<file path="src/rtl/simd_cond_pkg.sv">
// Shared types and the condition-code evaluator for the SIMD condition unit.
// Flag nibbles are laid out {N,Z,C,V}, MSB first, to match the ALU flag bus.
package simd_cond_pkg;

    typedef enum logic [3:0] {
        COND_EQ = 4'h0,
        COND_NE = 4'h1,
        COND_CS = 4'h2,
        COND_CC = 4'h3,
        COND_MI = 4'h4,
        COND_PL = 4'h5,
        COND_VS = 4'h6,
        COND_VC = 4'h7,
        COND_HI = 4'h8,
        COND_LS = 4'h9,
        COND_GE = 4'hA,
        COND_LT = 4'hB,
        COND_GT = 4'hC,
        COND_LE = 4'hD,
        COND_AL = 4'hE,
        COND_NV = 4'hF
    } cond_e;

    typedef enum logic [1:0] {
        RED_LANE0 = 2'b00,
        RED_ANY   = 2'b01,
        RED_ALL   = 2'b10,
        RED_RSVD  = 2'b11
    } reduce_e;

    typedef struct packed {
        logic n;
        logic z;
        logic c;
        logic v;
    } nzcv_t;

    function automatic logic eval_cond(nzcv_t f, cond_e cond);
        logic res;
        case (cond)
            COND_EQ: res = f.z;
            COND_NE: res = !f.z;
            COND_CS: res = f.c;
            COND_CC: res = !f.c;
            COND_MI: res = f.n;
            COND_PL: res = !f.n;
            COND_VS: res = f.v;
            COND_VC: res = !f.v;
            COND_HI: res = f.c & !f.z;
            COND_LS: res = !f.c | f.z;
            COND_GE: res = (f.n == f.v);
            COND_LT: res = (f.n != f.v);
            COND_GT: res = !f.z & (f.n == f.v);
            COND_LE: res = f.z | (f.n != f.v);
            COND_AL: res = 1'b1;
            default: res = 1'b0;
        endcase
        return res;
    endfunction

endpackage

</file>
<file path="src/rtl/lane_flag_reg.sv">
// One lane's NZCV register with a sticky valid bit and the optional
// same-cycle bypass of incoming ALU flags into the evaluation path.
module lane_flag_reg #(
    parameter int BYPASS = 0
) (
    input  logic       clk,
    input  logic       rst,
    input  logic       en,
    input  logic       flush,
    input  logic       flag_write,
    input  logic [3:0] alu_flags,
    output logic [3:0] flags,
    output logic       valid,
    output logic [3:0] eff_flags
);

    logic [3:0] flags_reg;
    logic       valid_reg;

    // valid is sticky: once a lane has been written it stays valid until reset
    always_ff @(posedge clk) begin
        if (rst) begin
            flags_reg <= 4'b0000;
            valid_reg <= 1'b0;
        end else if (en && !flush && flag_write) begin
            flags_reg <= alu_flags;
            valid_reg <= 1'b1;
        end
    end

    assign flags     = flags_reg;
    assign valid     = valid_reg;
    assign eff_flags = ((BYPASS != 0) && flag_write) ? alu_flags : flags_reg;

endmodule

</file>
<file path="src/rtl/simd_condition_unit.sv">
// Per-lane NZCV storage and condition evaluation; produces a per-lane mask
// for predicated vector ops and a reduced scalar result for branches.
module simd_condition_unit
    import simd_cond_pkg::*;
#(
    parameter int LANES  = 4,
    parameter int PIPE   = 1,
    parameter int BYPASS = 0
) (
    input  logic               clk,
    input  logic               rst,
    input  logic               en,
    input  logic               flush,
    input  logic [LANES-1:0]   FlagWrite,
    input  logic [4*LANES-1:0] ALUFlags,
    input  logic               Branch,
    input  logic [3:0]         Cond,
    input  logic [1:0]         Reduce,
    output logic [LANES-1:0]   LaneMask,
    output logic               CondEx,
    output logic [4*LANES-1:0] Flags
);

    cond_e            cond_code;
    reduce_e          reduce_mode;
    logic [LANES-1:0] lane_valid;
    logic [LANES-1:0] m;
    logic             c;

    assign cond_code   = cond_e'(Cond);
    assign reduce_mode = reduce_e'(Reduce);

    generate
        for (genvar gi = 0; gi < LANES; gi++) begin : g_lane
            logic [3:0] eff;

            lane_flag_reg #(
                .BYPASS(BYPASS)
            ) u_lane (
                .clk       (clk),
                .rst       (rst),
                .en        (en),
                .flush     (flush),
                .flag_write(FlagWrite[gi]),
                .alu_flags (ALUFlags[4*gi +: 4]),
                .flags     (Flags[4*gi +: 4]),
                .valid     (lane_valid[gi]),
                .eff_flags (eff)
            );

            // an unwritten lane only passes AL
            assign m[gi] = eval_cond(nzcv_t'(eff), cond_code)
                         & (lane_valid[gi] | (cond_code == COND_AL));
        end
    endgenerate

    always_comb begin
        c = 1'b1;
        if (Branch) begin
            case (reduce_mode)
                RED_ANY: c = |m;
                RED_ALL: c = &m;
                default: c = m[0];
            endcase
        end
    end

    generate
        if (PIPE != 0) begin : g_pipe
            logic [LANES-1:0] mask_reg;
            logic             cex_reg;

            always_ff @(posedge clk) begin
                if (rst || flush) begin
                    mask_reg <= '0;
                    cex_reg  <= 1'b0;
                end else if (en) begin
                    mask_reg <= m;
                    cex_reg  <= c;
                end
            end

            assign LaneMask = mask_reg;
            assign CondEx   = cex_reg;
        end else begin : g_comb
            assign LaneMask = m;
            assign CondEx   = c;
        end
    endgenerate

endmodule
</file>
<file path="config.mk">
export PLATFORM = sky130hd
export DESIGN_NAME = simd_condition_unit
export DESIGN_NICKNAME = d
export VERILOG_FILES = /design/src/rtl/simd_cond_pkg.sv /design/src/rtl/lane_flag_reg.sv /design/src/rtl/simd_condition_unit.sv
export SDC_FILE = /design/constraint.sdc
export NUM_CORES = 1
export LEC_CHECK = 0
export BUFFER_PORTS_ARGS = -buffer_cell sky130_fd_sc_hd__buf_2
export CAP_MARGIN = 25
export CORE_AREA = 2 2 60 62
export DETAILED_ROUTE_END_ITERATION = 6
export DIE_AREA = 0 0 62 64
export PLACE_DENSITY = 0.86
export SLEW_MARGIN = 5
export SYNTH_ARGS = -nofsm -noshare
export SYNTH_HDL_FRONTEND = slang
export SYNTH_SLANG_ARGS = --single-unit
</file>
<file path="constraint.sdc">
create_clock -name clk -period 2 [get_ports clk]
set_input_delay 0.1 -clock clk [delete_from_list [all_inputs] [get_ports clk]]
set_output_delay 0.1 -clock clk [all_outputs]
set_load 0.02 [all_outputs]
</file>
==> results.json <==
{
  "die_height_microns": 64,
  "met2_usage_pct": 31.4,
  "yosys.cell_types.count": 48,
  "max_cap_viol_count": 0,
  "yosysWarningCount": 0,
  "outcome": "finished, final reports clean",
  "drt_iter0_drc": 164,
  "cts_sinks": 25,
  "arrival_ns": 2.09,
  "power.density_mw_per_mm2": 521,
  "crit_type": "register to register",
  "fin_setup_tns_ns": 0,
  "drc": 0,
  "clockPowerShare_pct": 22.2,
  "synth_most_common_cell": "nand2_1",
  "antenna_left": 0,
  "synth.net_count": 238,
  "clk_pin_slew_ns": 0.13,
  "rows": 21,
  "viasPerCell": 5.59,
  "crit_required_ns": 2.21,
  "drt_wl_total_microns": 3950,
  "finalClockSkew_ns": 0.00127,
  "grt_setup_unrepaired": "false",
  "max_slew_margin_pct": 68.3,
  "worst_slew_pin_slew_ns": 0.476,
  "cts_buffer_depth": 2,
  "switchingPower_w": 0.000304,
  "tritoncts": "built",
  "max_stage_delay_ns": 0.38,
  "cp_num_buf_inv": 0,
  "drv_slew": 0,
  "fin_area_sq_mm": 0.00192,
  "use_met3_pct": 2.83,
  "end_kind": "register",
  "hold_buffers": 0,
  "drtPass1Iterations": 4,
  "synthFlopType": "dfxtp_1",
  "antenna_found_initial": 0,
  "fmax_ghz": 0.531,
  "place_area_sq_mm": 0.00187,
  "crit_chain": "xnor2_1 > mux2i_1 > o21a_1 > o21ai_1 > a21boi_2 > or2_1 > a41oi_1 > o22ai_1",
  "p_seq_share_pct": 53.2,
  "finalHoldViolCount": 0,
  "grt_max_degree": 26,
  "clkLatencyLatePin_ns": 0.31,
  "largest_reg_flops": 16,
  "period_minus_slack_ns": 1.88,
  "overflow": 0,
  "critPathTopFamily": "compound AO/OA/AOI/OAI gates",
  "synthTopCellsByArea": "dfxtp_1 31%, mux2i_1 8.1%, a21oi_1 7.2%, nand2_1 6.1%, nand3_1 5.3%",
  "n_fill_cell": 306,
  "crit_fanout": 6,
  "dp_hpwl_microns": 2960,
  "wl_per_cell_microns": 13.3,
  "met1_usage_pct": 31.0,
  "synthArstFlopShare_pct": 0,
  "initial_core_util_pct": 48.7,
  "crit_path_top_delay_cell": "dfxtp_4",
  "synthTopCellsByCount": "26 x nand2_1, 25 x dfxtp_1, 23 x a21oi_1",
  "yosysSeqAreaShare_pct": 31.3,
  "syn-mean-instance-area_sq_um": 7.80,
  "gp_congestion": 0.875,
  "cts_max_level": 1,
  "power_frac_comb_pct": 24.6,
  "grt_busiest_layer": "met2",
  "die_w_microns": 62,
  "areaGrowthSynthToFinish_pct": 20.2,
  "yosys.area.top_type": "dfxtp_1",
  "netlist_instances": 205,
  "worstHoldPathType": "input pin to register",
  "ys_ff_latch": 25,
  "setup_viol": 0,
  "nets": 286,
  "ctsRootBufferMaster": "clkbuf_4",
  "io_pins": 52,
  "num_vias": 1665,
  "netlist_area_sq_mm": 0.00160,
  "numCtsBuffers": 3,
  "synth_top_area_share_pct": 31.3,
  "startpoint_type": "register",
  "grt_pass1_vias": 1402,
  "core-area_sq_mm": 0.00328,
  "io_buffers": 51,
  "leakage_nw": 0.845,
  "die_area_sq_mm": 0.00397,
  "grt_pass1_wl_microns": 6420,
  "intPower_w": 0.000698,
  "final_layout_size_suffix_gt1_share_pct": 30.2,
  "ir_drop_mv": 0.294,
  "synth-edff-count": 0,
  "switching_share_pct": 30.4,
  "track_usage_pct": 21.4,
  "finalCritPeriodShare_pct": 94.1,
  "n_antenna_cell": 0
}
## stage by stage
step	worst slack, ns	util, %	instances	power [W]	hold WS [ns]
floorplan	0.204	-	205	0.000711	0.179
global placement	0.219	57.0	293	0.000780	0.356
detailed placement	0.134	57.0	293	0.000786	0.362
CTS	0.111	57.8	297	0.00100	0.0130
global route	0.00414	58.5	298	0.00105	0.0195
finish	0.118	58.5	298	0.00100	0.0146
## worst min-delay path, stage by stage
cell and delay [ns]:
buf_2 0.09, nand3_1 0.05, a21oi_1 0.05
## final timing paths
check | startpoint | slack (ns) | depth (start not counted) | end
max | g_lane[3].u_lane.eff_flags[3]$_SDFFE_PP0P_ | 0.12 | 8 | CondEx$_SDFFE_PP0P_
max reg2reg | g_lane[3].u_lane.eff_flags[3]$_SDFFE_PP0P_ | 0.12 | 8 | CondEx$_SDFFE_PP0P_
min | ALUFlags[10] | 0.01 | 3 | g_lane[2].u_lane.eff_flags[2]$_SDFFE_PP0P_
min reg2reg | g_lane[0].u_lane.valid$_SDFFE_PP0P_ | 0.49 | 2 | g_lane[0].u_lane.valid$_SDFFE_PP0P_
## metal layers
| layer | wire (microns) | part of all wire, % |
|---|---|---|
| met2 | 1880 | 48 |
| met1 | 1750 | 44 |
| met4 | 68 | 1.7 |
| met3 | 254 | 6.4 |
| met5 | 0 | 0 |
## cells by family (layout without fill, tap and decap cells)
group | count (synthesis) | after routing | synth area share (%)
compound gates | 52 | 52 | 21.1
xor+xnor | 10 | 10 | 5.48
fa+ha+maj | 2 | 2 | 1.56
buf+inv | 20 | 67 | 6.34
flops | 25 | 25 | 31.3
mux | 15 | 15 | 10.2
simple gates | 81 | 81 | 23.9
## timing repair
item                       CTS  global route
setup buffers                0             1
setup endpoints to repair    0             3
gates resized for setup      0             5
## layout by cell type (no fill, tap or decap), drive strengths merged, types with 2 or more instances in the layout
cell type / instances
a21oi: 24
a22oi: 2
and3: 2
buf: 57
clkbuf: 4
dfxtp: 25
ha: 2
inv: 6
mux2i: 13
nand2: 26
nand2b: 3
nand3: 17
nor2: 14
nor2b: 3
nor3: 8
nor4: 2
nor4b: 2
o21ai: 9
o221ai: 2
o22ai: 4
or2: 3
xnor2: 9
## power by group through the flow
stage                     Combinational [W]  Clock [W]  Sequential, W
after floorplan                    0.000155          0       0.000556
after detailed placement           0.000242          0       0.000544
final                              0.000247   0.000222       0.000533
after CTS                          0.000243   0.000226       0.000533
after global placement             0.000236          0       0.000544
after global routing               0.000275   0.000241       0.000536
## cell type report
cell class / instances / area (sq um) / area share [%]
inverter: 6 / 22.5 / 1.17
multi-input combinational: 160 / 1010 / 52.5
timing repair buffer: 57 / 300 / 15.6
clock buffer: 4 / 26.3 / 1.37
sequential: 25 / 505 / 26.3
tap: 46 / 57.6 / 2.99
Power figures use the tool's default switching activity.
